$ cat src/rtl/regfile_access_arbiter_pkg.sv
// Shared definitions for the register-file access arbiter: width defaults,
// FSM state encodings and requester identifiers.
package regfile_access_arbiter_pkg;

  localparam int DATA_WIDTH_DEF = 32;
  localparam int ADDR_WIDTH_DEF = 3;

  typedef enum logic [1:0] {
    ST_IDLE   = 2'd0,
    ST_ACCESS = 2'd1,
    ST_DONE   = 2'd2
  } state_t;

  localparam logic REQ_M0 = 1'b0;
  localparam logic REQ_M1 = 1'b1;

endpackage

$ cat src/rtl/regfile_access_arbiter_rr_arb2.sv
// Two-way round-robin picker. Purely combinational; the caller owns the
// last_grant register and updates it whenever a grant is issued.
import regfile_access_arbiter_pkg::*;

module rr_arb2 (
  input  logic [1:0] req,
  input  logic       last_grant,
  output logic       valid,
  output logic       winner
);

  // Pick the single requester, or on a tie the one not granted last time.
  always_comb begin
    valid  = 1'b0;
    winner = REQ_M0;
    case (req)
      2'b01: begin
        valid  = 1'b1;
        winner = REQ_M0;
      end
      2'b10: begin
        valid  = 1'b1;
        winner = REQ_M1;
      end
      2'b11: begin
        valid  = 1'b1;
        winner = ~last_grant;
      end
      default: begin
        valid  = 1'b0;
        winner = REQ_M0;
      end
    endcase
  end

endmodule

$ cat src/rtl/regfile_access_arbiter.sv
// Sequencing controller sharing one register file between two requesters.
// Each transaction takes three cycles: grant/access, done, back to idle.
// Every output is a flop; the next-state process computes all next values.
import regfile_access_arbiter_pkg::*;

module regfile_access_arbiter #(
  parameter int DATA_WIDTH = DATA_WIDTH_DEF,
  parameter int ADDR_WIDTH = ADDR_WIDTH_DEF
) (
  input  logic                  clk,
  input  logic                  reset_n,
  input  logic                  m0_req,
  input  logic                  m0_wr,
  input  logic [ADDR_WIDTH-1:0] m0_addr,
  input  logic [DATA_WIDTH-1:0] m0_wdata,
  input  logic                  m1_req,
  input  logic                  m1_wr,
  input  logic [ADDR_WIDTH-1:0] m1_addr,
  input  logic [DATA_WIDTH-1:0] m1_wdata,
  output logic                  m0_gnt,
  output logic                  m1_gnt,
  output logic                  m0_done,
  output logic                  m1_done,
  output logic [DATA_WIDTH-1:0] m0_rdata,
  output logic [DATA_WIDTH-1:0] m1_rdata,
  output logic                  rf_we,
  output logic [ADDR_WIDTH-1:0] rf_wAddr,
  output logic [DATA_WIDTH-1:0] rf_wData,
  output logic [ADDR_WIDTH-1:0] rf_rAddr,
  input  logic [DATA_WIDTH-1:0] rf_rData,
  output logic                  busy
);

  state_t                state_r, state_nxt_s;
  logic                  last_grant_r, last_grant_nxt_s;
  logic                  winner_r, winner_nxt_s;
  logic                  wr_r, wr_nxt_s;
  logic                  m0_gnt_nxt_s, m1_gnt_nxt_s;
  logic                  m0_done_nxt_s, m1_done_nxt_s;
  logic [DATA_WIDTH-1:0] m0_rdata_nxt_s, m1_rdata_nxt_s;
  logic                  rf_we_nxt_s;
  logic [ADDR_WIDTH-1:0] rf_wAddr_nxt_s, rf_rAddr_nxt_s;
  logic [DATA_WIDTH-1:0] rf_wData_nxt_s;
  logic                  busy_nxt_s;

  logic                  arb_valid_s, arb_winner_s;
  logic                  win_wr_s;
  logic [ADDR_WIDTH-1:0] win_addr_s;
  logic [DATA_WIDTH-1:0] win_wdata_s;

  rr_arb2 u_rr_arb2 (
    .req        ({m1_req, m0_req}),
    .last_grant (last_grant_r),
    .valid      (arb_valid_s),
    .winner     (arb_winner_s)
  );

  // Route the winning requester's fields toward the capture registers.
  always_comb begin
    if (arb_winner_s == REQ_M1) begin
      win_wr_s    = m1_wr;
      win_addr_s  = m1_addr;
      win_wdata_s = m1_wdata;
    end else begin
      win_wr_s    = m0_wr;
      win_addr_s  = m0_addr;
      win_wdata_s = m0_wdata;
    end
  end

  // Next-state and next-output logic; every register holds unless changed.
  always_comb begin
    state_nxt_s      = state_r;
    last_grant_nxt_s = last_grant_r;
    winner_nxt_s     = winner_r;
    wr_nxt_s         = wr_r;
    m0_gnt_nxt_s     = 1'b0;
    m1_gnt_nxt_s     = 1'b0;
    m0_done_nxt_s    = 1'b0;
    m1_done_nxt_s    = 1'b0;
    m0_rdata_nxt_s   = m0_rdata;
    m1_rdata_nxt_s   = m1_rdata;
    rf_we_nxt_s      = 1'b0;
    rf_wAddr_nxt_s   = rf_wAddr;
    rf_rAddr_nxt_s   = rf_rAddr;
    rf_wData_nxt_s   = rf_wData;
    busy_nxt_s       = busy;
    case (state_r)
      ST_IDLE: begin
        if (arb_valid_s) begin
          state_nxt_s      = ST_ACCESS;
          last_grant_nxt_s = arb_winner_s;
          winner_nxt_s     = arb_winner_s;
          wr_nxt_s         = win_wr_s;
          m0_gnt_nxt_s     = (arb_winner_s == REQ_M0);
          m1_gnt_nxt_s     = (arb_winner_s == REQ_M1);
          rf_we_nxt_s      = win_wr_s;
          rf_wAddr_nxt_s   = win_addr_s;
          rf_rAddr_nxt_s   = win_addr_s;
          rf_wData_nxt_s   = win_wdata_s;
          busy_nxt_s       = 1'b1;
        end else begin
          busy_nxt_s       = 1'b0;
        end
      end
      ST_ACCESS: begin
        // The register file commits a write on this exiting edge; a read
        // is captured from the combinational read mux on the same edge.
        if (!wr_r) begin
          if (winner_r == REQ_M1) begin
            m1_rdata_nxt_s = rf_rData;
          end else begin
            m0_rdata_nxt_s = rf_rData;
          end
        end else begin
          m0_rdata_nxt_s = m0_rdata;
        end
        m0_done_nxt_s = (winner_r == REQ_M0);
        m1_done_nxt_s = (winner_r == REQ_M1);
        busy_nxt_s    = 1'b1;
        state_nxt_s   = ST_DONE;
      end
      ST_DONE: begin
        busy_nxt_s  = 1'b0;
        state_nxt_s = ST_IDLE;
      end
      default: begin
        busy_nxt_s  = 1'b0;
        state_nxt_s = ST_IDLE;
      end
    endcase
  end

  // State and output registers; reset aborts any transaction in flight.
  always_ff @(posedge clk or negedge reset_n) begin
    if (!reset_n) begin
      state_r      <= ST_IDLE;
      last_grant_r <= REQ_M1;
      winner_r     <= REQ_M0;
      wr_r         <= 1'b0;
      m0_gnt       <= 1'b0;
      m1_gnt       <= 1'b0;
      m0_done      <= 1'b0;
      m1_done      <= 1'b0;
      m0_rdata     <= {DATA_WIDTH{1'b0}};
      m1_rdata     <= {DATA_WIDTH{1'b0}};
      rf_we        <= 1'b0;
      rf_wAddr     <= {ADDR_WIDTH{1'b0}};
      rf_rAddr     <= {ADDR_WIDTH{1'b0}};
      rf_wData     <= {DATA_WIDTH{1'b0}};
      busy         <= 1'b0;
    end else begin
      state_r      <= state_nxt_s;
      last_grant_r <= last_grant_nxt_s;
      winner_r     <= winner_nxt_s;
      wr_r         <= wr_nxt_s;
      m0_gnt       <= m0_gnt_nxt_s;
      m1_gnt       <= m1_gnt_nxt_s;
      m0_done      <= m0_done_nxt_s;
      m1_done      <= m1_done_nxt_s;
      m0_rdata     <= m0_rdata_nxt_s;
      m1_rdata     <= m1_rdata_nxt_s;
      rf_we        <= rf_we_nxt_s;
      rf_wAddr     <= rf_wAddr_nxt_s;
      rf_rAddr     <= rf_rAddr_nxt_s;
      rf_wData     <= rf_wData_nxt_s;
      busy         <= busy_nxt_s;
    end
  end

endmodule
$ cat config.mk
export PLATFORM = sky130hd
export DESIGN_NAME = regfile_access_arbiter
export DESIGN_NICKNAME = d
export VERILOG_FILES = /design/src/rtl/regfile_access_arbiter_pkg.sv /design/src/rtl/regfile_access_arbiter_rr_arb2.sv /design/src/rtl/regfile_access_arbiter.sv
export SDC_FILE = /design/constraint.sdc
export NUM_CORES = 1
export LEC_CHECK = 0
export CAP_MARGIN = 20
export CORE_ASPECT_RATIO = 1.75
export CORE_MARGIN = 10
export CORE_UTILIZATION = 25
export DETAILED_ROUTE_END_ITERATION = 16
export PLACE_DENSITY = 0.53
export RECOVER_POWER = 100
export SKIP_CTS_REPAIR_TIMING = 1
export SLEW_MARGIN = 15
export SYNTH_ARGS = -nofsm -noshare
export SYNTH_HDL_FRONTEND = slang
export SYNTH_SLANG_ARGS = --single-unit
$ cat constraint.sdc
create_clock -name clk -period 1.9 [get_ports clk]
set_input_delay 0.38 -clock clk [delete_from_list [all_inputs] [get_ports clk]]
set_output_delay 0.38 -clock clk [all_outputs]
set_load 0.005 [all_outputs]
---- Word-level counts from Yosys, hierarchy flattened ----
Cells that the tools add are included.
word-level totals
  bits in registers ....................... 110
  latch bits .............................. 0
  memory bits (writable) .................. 0
  bits in read-only memories .............. 0
  input port bits ......................... 108
  output and inout bits ................... 108
  logic and storage cells ................. 45
  memories kept ........................... 0
operators by class
  add/subtract/negate cells ............... 0
  multiply operators ...................... 0
  divide/modulo/power cells ............... 0
  order comparisons ....................... 0
  eq/ne operators ......................... 5
  shift operators ......................... 0
  mux-type cells .......................... 17
  bitwise gates (word level) .............. 4
  reduce and logical (&&, ||, !) cells .... 5
operator list
  cell                                                 count
  2-to-1 mux 32 bit                                    1
  2-to-1 mux 1 bit                                     11
  AND reduction 3 bit                                  2
  equality test 2 x 1 -> 1 bit, second input constant  2
  equality test 2 bit, second input constant           2
  inverter 1 bit                                       4
  one-hot mux 1 bit (2 select lines)                   2
  one-hot mux 2 bit (2 select lines)                   1
  2-to-1 mux 3 bit                                     1
  OR reduction 3 bit                                   1
  zero test 2 bit                                      1
  2-to-1 mux 2 bit                                     1
  != test 2 bit, second input constant                 1
  AND reduction 2 bit                                  1

---- Depth between registers and ports, before layout ----
Gate-level depths: netlist of the first run.
  depth after elaboration ................. 5
  gate-level depth with buffers ........... 6
  mapped depth without buffers ............ 4

---- Modules after synthesis ----
From an unflattened synthesis of the first run, not the netlist that was laid out.
second synthesis, totals
  cell total of the unflattened synthesis .. 282
  area total of the unflattened synthesis .. 4,619.4 um2
modules (own cells, without submodules)
  module                  instances  cells an instance  area each (um2)
  regfile_access_arbiter  1          280                4,605.7
  rr_arb2                 1          2                  13.8

---- Worst setup path after synthesis of the first run ----
No wires, ideal clock.
  path type ............................... register -> register
  from .................................... register state_r[1]
  to ...................................... register m0_rdata[10]
  library setup time ...................... 125 ps
  arrival time ............................ 1,333 ps
  required time ........................... 1,775 ps
  setup slack ............................. 442 ps
  cell stages (with the launch flop) ...... 5
  period minus slack after synthesis ...... 1,458 ps
  cell sequence ........................... dfrtp_1 -> nand2b_1 -> nor3_2 -> buf_4 -> mux2_2
between the ends
  longest elaborated chain between the ends .. 2
ends and longest elaborated chain
  what                           RTL line                       text
  from (decl)                    regfile_access_arbiter.sv:34   state_t state_r, state_nxt_s;
  from (signal assigned)         regfile_access_arbiter.sv:153  state_r <= state_nxt_s;
  equality test 2 x 1 -> 1 bit   regfile_access_arbiter.sv:88   case (state_r)
  AND reduction 3 bit (no line)  -
  to (signal assigned)           regfile_access_arbiter.sv:145  m0_rdata <= {DATA_WIDTH{1'b0}};
  to (signal assigned)           regfile_access_arbiter.sv:161  m0_rdata <= m0_rdata_nxt_s;
  to (decl)                      regfile_access_arbiter.sv:24   output logic [DATA_WIDTH-1:0] m0_rdata,
Every way passes these cells.
A chain may end at the register's enable or synchronous reset.

---- Final worst setup path of the first run ----
  from .................................... register rf_wData[15]
  to ...................................... output rf_wData[15]
RTL lines
  what                    RTL line                       text
  from (decl)             regfile_access_arbiter.sv:28   output logic [DATA_WIDTH-1:0] rf_wData,
  from (signal assigned)  regfile_access_arbiter.sv:150  rf_wData <= {DATA_WIDTH{1'b0}};
  from (signal assigned)  regfile_access_arbiter.sv:166  rf_wData <= rf_wData_nxt_s;
No word-level cell between the ends.

==> results list, run 1 <==
- The run finished with clean final reports.
- In this run the remaining antenna-violating nets after routing total 0.
- Final #Nets: 611
- Post-Synthesis Cells: 290
- Hold violation count in the final report: 0
- The number of buffers and inverters on the critical path is 1.
- Max-slew violation count: 0
* Die Y-Extent: 197 µm
- Clock period minus final worst setup slack: approximately 1700 ps
- For this block, the routed nets add up to approximately 14,000 µm of wire.
- Total standard cell area after synthesis: 4470 µm²
- Entering global routing, the biggest net connects 42 pins.
- Logic pwr share: a little over two fifths
- For the worst flop-to-flop path, the logic depth is 4.
- Core ar.: 17,500 µm²
- Setup repair after global routing left no endpoint under its margin.
* Post-Route Skew: 8.34 ps
- In this run the worst hold path is classified as flop to flop.
- For this design the ratio of total power to cell area is 1520 nW/µm².
- The floorplan step set the die width to 121 µm.
- Global routing finished with a remaining overflow of 0.
- Fin cells: 740
- Setup violations remaining at the end of the flow were counted as 0.
- The cell sitting at the root of the clock tree is a clkbuf_16.
- Reg2reg start: state_r[1]
- Arr. time, crit path: between 1000 and 1500 ps
* Sequential group share of total power: 37.5%
- For this run, the slowest stage of the critical path takes 610 ps.
* Total power consumption of the routed design: approximately 0.011 W
- GRT Total Usage: 11.8%
- The via count of the first global-routing pass was 3,720.
- During I/O placement, the number of pins put on the boundary was between 200 and 250.
- The wire-length estimate of the detail-placed layout is 10,900 µm.
- After detailed placement, the design holds a cell count of 722.
- Fin Hold WS: 480 ps
- The average instance in the mapped netlist occupies 15.4 µm².
- TritonCTS clock tree: yes
- Drc violations: 0
* Starting density of the core: 25.5%
- Transition time of the tightest slew-check pin: 611 ps
- Startpoint class of the critical path: flop
* Slew margin rel.: 59.3%
- The initial antenna violation count was 2.
- Number of storage elements in the synthesis netlist: 110
- Cell internal power was estimated by the tool at ~0.0077 W.
- Layout-stage area growth over the synthesis result: 59.8%
- Sum of negative setup slack: 0 ps
* Global-route wire length before repair: ~22,000 µm
- Once layout is complete, the utilization of the core stands at just over 40%.
- Worst-skew pair later-pin latency: 350 ps
* Total via count after detailed routing: around 3,300
* Clock-pin slew of the registers on the worst-case setup and hold paths: 70 ps
- The worst setup path is captured at a primary output.
* Std-Cell Rows: 64
- Max-cap viol count: 0
* Switching Power: about 0.0032 W
- Unique masters post-synth: 23
* Switching Fraction: 29.0%
- For this block, the initial DRC count from the detailed router was 178.
* Cell Chain, Critical Path: dlygate4sd3_1
- RePlAce Congestion: 0.691
- DIE AREA: 23,800 µm²
- Standard cell with the maximum stage delay on the critical path: dlygate4sd3_1
- Final period utilization: 90.7%
* Register-to-register setup slack: 220 ps
- After synthesis, flip-flops and latches occupy 61.6% of the total area.
* Critical path type: flop to primary output
* Largest fanout on the critical path: 2
- The number of nets in the synthesized netlist is 398.
- Count of port buffers added during placement: 215
- Fraction of final layout cells sized beyond drive strength 1: 8.46%
- In this run the critical register-to-register path is captured at m1_rdata[10].
- Yosys warning count: 0
* Most frequent cells in the layout: dlygate4sd3_1 (111), dfrtp_1 (109), clkdlybuf4s50_1 (104), mux2_1 (52), and3_1 (36)
* End of the worst hold path: m1_rdata[4]
* Family with the most delay on the worst path: buffers and inverters
- Counting the fill cells in the layout gives 1,686.
- Critical hold path startpoint: m1_rdata[4]
- Most frequent standard cell in the layout excluding fill and tap cells: dlygate4sd3_1
- H-tree depth: 3
- Before antenna repair, the detailed router went through 4 iterations.
- Dividing the detail-routed via count by the number of cells gives 4.43.
* Detail-routed net length per standard cell: 18.9 µm
- Clock tree synthesis inserted a total of 9 buffers.
- Count of cells along the worst hold path: 1
* VDD IR-drop max: 0.000497 V
- Counting along the longest clock path gives a buffer depth of 2.
- At the worst endpoint, the required time is 1520 ps.
* Static power due to leakage: approximately 3.2 nW
* Maximum clock frequency: between 500 and 600 MHz
- Clock tree synthesis found a total of 110 sinks.
- Relative contribution of the clock network to total power: 20.5%
-- power groups by stage --
stage                     Sequential (W)  Combinational [W]  Clock, W
after CTS                        0.00419            0.00549   0.00231
final                            0.00408            0.00457   0.00223
after detailed placement         0.00420            0.00549         0
after global routing             0.00425            0.00499   0.00240
after global placement           0.00418            0.00541         0
after floorplan                  0.00421            0.00220         0
-- synthesized netlist by cell type (all sizes together) --
master,n,area share (%)
a21o,2,0.34
nor2,4,0.34
inv,3,0.25
buf,18,3.5
and2,2,0.28
a221o,35,7.8
and3b,1,0.20
nor3,2,0.34
nand2b,2,0.28
a21boi,1,0.25
dfstp,1,0.59
mux2,64,19
clkbuf,7,0.59
dfrtp,109,61
and3,36,5.0
o21ai,1,0.11
mux2i,2,0.45
-- through the flow --
stage	setup slack, ps	instance area (µm²)
floorplan	442	4470
global placement	75.2	6920
detailed placement	54.8	6920
CTS	229	7280
global route	104	7140
finish	176	7140
-- worst max-delay path by stage --
stage | depth (start not counted) | slack (ps) | start | endpoint
final | 1 | 180 | rf_wData[15] | rf_wData[15]
after global routing | 5 | 100 | m0_req | wr_r
after CTS | 1 | 230 | m1_rdata[11] | m1_rdata[11]
after detailed placement | 5 | 50 | m0_req | rf_wData[12]
after global placement | 5 | 80 | m1_req | wr_r
after floorplan | 4 | 440 | state_r[1] | m0_rdata[10]
-- per-layer routing --
| layer | track usage [%] | vias to the layer above | part of all wire (%) |
|---|---|---|---|
| met3 | 4.49 | 11 | 8.9 |
| met2 | 20.6 | 144 | 52 |
| met4 | 3.90 | 2 | 1.2 |
| met1 | 12.7 | 1619 | 38 |
| li1 | - | 1505 | - |
| met5 | 0 | - | 0.050 |
-- cells by family after synthesis --
group	Yosys count	synth area share [%]
buffers and inverters	28	4.31
AND/OR/NAND/NOR	47	6.46
flip-flops	110	61.6
multiplexers	66	19.1
AO/OA/AOI/OAI	39	8.54
-- state kept, by name (all words and copies together), names as in the netlist, 2 cells and up --
signal    count
m0_rdata     32
m1_rdata     32
rf_wData     32
rf_rAddr      3
state_r       2
-- area by class of cell --
type                       instances  area, µm²  share of cell area [%]
antenna                            1       2.50                  0.0350
clock buffer                      13        270                    3.78
clock inverter                     3       90.1                    1.26
inverter                           3       11.3                   0.158
multi-input combinational        152       1420                    19.9
sequential                       110       2750                    38.6
tap                              231        289                    4.05
timing repair buffer             227       2300                    32.2
Note: power is estimated with default switching activity, not from simulation.
==> run 2: changes to the inputs <==
Settings changed: REMOVE_ABC_BUFFERS set to 1, TNS_END_PERCENT set to 100.
==> results list, run 2 (same netlist as run 1, synthesis figures left out) <==
* Run status: completed
- Width of the die: 121 µm (unchanged)
- Transition time of the tightest slew-check pin: 883 ps (+272 ps)
- The smallest setup slack after layout is 181 ps (+4.97 ps).
* Kind of path behind the tightest hold check: primary input to asynchronous set/reset pin
* CTS Sinks: 110 (unchanged)
- Element type at the critical path end: primary output
- The maximum number of pins on one net before global-route repair came to 50 (+19%).
* Largest registers: m0_rdata (32), m1_rdata (32), rf_wData (32)
* Setup repair after global routing missed its margin: false
* Placed Cells: 720 (-0.28%)
- Number of setup violations in the final report: 0 (unchanged)
* Count of port buffers added during placement: 215 (unchanged)
- The tree is rooted in a clkbuf_16.
- The violation count after the first detailed-route iteration came to 129 (-28%).
- The register-to-register path setup slack was 200 ps (-20 ps).
- Post-Route Skew: 12.0 ps (+3.71 ps)
* Clock-pin slew of the registers on the worst-case setup and hold paths: 80 ps (about the same)
- The final number of hold-violating endpoints came to 0 (unchanged).
- The routability congestion estimate came to 0.687 (-0.52%).
- The leakage component of the power is 3.12 nW (-2.1%).
- The initial antenna violation count is 2 (unchanged).
- Clock period minus final worst setup slack: 1720 ps (-4.97 ps)
- GRT met2 Usage: 20.8% (+0.22 points)
- The worst-case setup slack after placement was 68.5 ps (+13.6 ps).
* Number of buffers and inverters on the critical path: 1 (unchanged)
- The final core area utilization came to 40.0% (-0.76 points).
- The maximum vdd drop is 0.000550 V (+11%).
* GRT Total Usage: 11.6% (-0.20 points)
- Arr. time, crit path: 1340 ps (about the same)
- Number of search-and-repair iterations in the first detailed-routing pass: 4 (unchanged)
- The met3 global-route usage came to 4.92% (+0.43 points).
* Largest fanout on the critical path: 3 (+1)
- Global-route wire length before repair: 21,800 µm (-0.88%)
- Maximum root-to-sink buffer count: 2 (unchanged)
- The placed wire-length estimate after detailed placement came to 10,900 µm (+0.15%).
- Final #Nets: 608 (-0.49%)
- Delay contributed by the slowest stage of the critical path: 600 ps (about the same)
- The average vias per placed instance was 4.44 (+0.16%).
- Maximum clock frequency: 582 MHz (+0.29%)
- Family with the most delay on the worst path: buffers and inverters
- Total power consumption of the routed design: 0.0104 W (-4.6%)
- The die area was 23,800 µm² (unchanged).
* Starting density of the core: 25.5% (unchanged)
- Met1 usage: 11.7% (-0.98 points)
- The post-layout instance count excluding filler cells is 735 (-0.68%).
* Layout-stage area growth over the synthesis result: 56.8%
- TritonCTS built the clock tree.
* Vias in the first global route: 3,803 (+2.2%)
- H-tree depth: 3 (unchanged)
- The clock buffer count from CTS came to 9 (unchanged).
* Total routed wirelength: 13,800 µm (-1.1%)
- Total via count after detailed routing: 3,264 (-0.52%)
* Startpoint class of the critical path: flop
- The number of standard-cell rows in the floorplan is 64 (unchanged).
* Fill cell total of the finished layout: 1,661 (-1.5%)
- Fraction of final layout cells sized beyond drive strength 1: 8.13% (-0.33 points)
- The share of the cycle needed by the critical path after routing came to 90.5% (-0.26 points).
* Remaining antenna violation count after routing: 0 (unchanged)
- Max-cap viol count: 0 (unchanged)
- The required arrival time at the worst endpoint came to 1520 ps (about the same).
- Cell Chain, Critical Path: dlygate4sd3_1
- The chip height is 197 µm (unchanged).
- The total power divided by cell area was 1480 nW/µm² (-2.7%).
- Drc violations: 0 (unchanged)
- Boundary Pins: 216 (unchanged)
- Max-slew violation count: 0 (unchanged)
* Slew margin rel.: 41.1% (-18 points)
- Diodes inserted: 0 (-1)
- The clock latency of the later-clocked register in the worst-skew pair was 340 ps (about the same).
* Total congestion overflow: 0 (unchanged)
* Critical path type: flop to primary output
* Detail-routed net length per standard cell: 18.8 µm (-0.39%)
- The layer flagged by global routing as most heavily used is met2.
- Leaving out fill and tap cells, the most frequent cells in the layout are dfrtp_1 (109), dlygate4sd3_1 (109), clkdlybuf4s50_1 (105), mux2_1 (52), and3_1 (36).
- Core ar.: 17,500 µm² (unchanged)
- The slowest stage of the critical path is the dlygate4sd3_1 cell.
run 2: cell types whose count changed in the layout (fill, tap and decap cells not counted), sizes merged:
cell           before  now
inv                 3    5
clkbuf             16   14
clkinv              0    2
clkinvlp            0    1
bufinv              3    0
buf                 9    6
dlygate4sd3       111  109
diode               1    0
clkdlybuf4s50     104  105
run 2: metrics by stage:
stage	hold WS (ps)	cell area [µm²]	TNS [ps]
2_1_floorplan	84.4	4290	-58550
3_3_place_gp	374	6880	0
3_5_place_dp	381	6880	0
4_1_cts	3.68	7160	0
5_1_grt	227	7010	0
6_report	142	7010	0
run 2: cell type report:
type                            instances  area [µm²]  share of cell area [%]
Sequential cell                       110        2750                    39.3
Timing Repair Buffer                  224        2260                    32.3
Multi-Input combinational cell        152        1420                    20.3
Tap cell                              231         289                    4.12
Clock buffer                           10         229                    3.27
Clock inverter                          5        42.5                   0.607
Inverter                                3        11.3                   0.161
run 2: per-layer routing:
metal  routed length (µm)  up-vias  part of all wire (%)
li1                     -     1494                     -
met1                 4850     1597                    35
met2                 7340      150                    53
met3                 1310       19                   9.5
met4                  276        4                   2.0
met5                   21        -                  0.15
run 2: path summary, 6_finish.rpt:
check                            startpoint           to  cells past startpoint
worst min-delay path                reset_n      m1_done                      1
worst min register to register     winner_r      m0_done                      1
worst max-delay path            rf_rAddr[2]  rf_rAddr[2]                      1
min in group clk                   winner_r      m0_done                      1
worst max register to register   state_r[1]  m0_rdata[2]                      4
max in group asynchronous           reset_n  m1_rdata[7]                      2
run 2: where the power goes:
| group | internal [W] | switching, W | leakage [nW] |
|---|---|---|---|
| logic | 0.00279 | 0.00174 | 1.66 |
| clock network | 0.000898 | 0.000848 | 0.130 |
| registers | 0.00351 | 0.000593 | 1.34 |
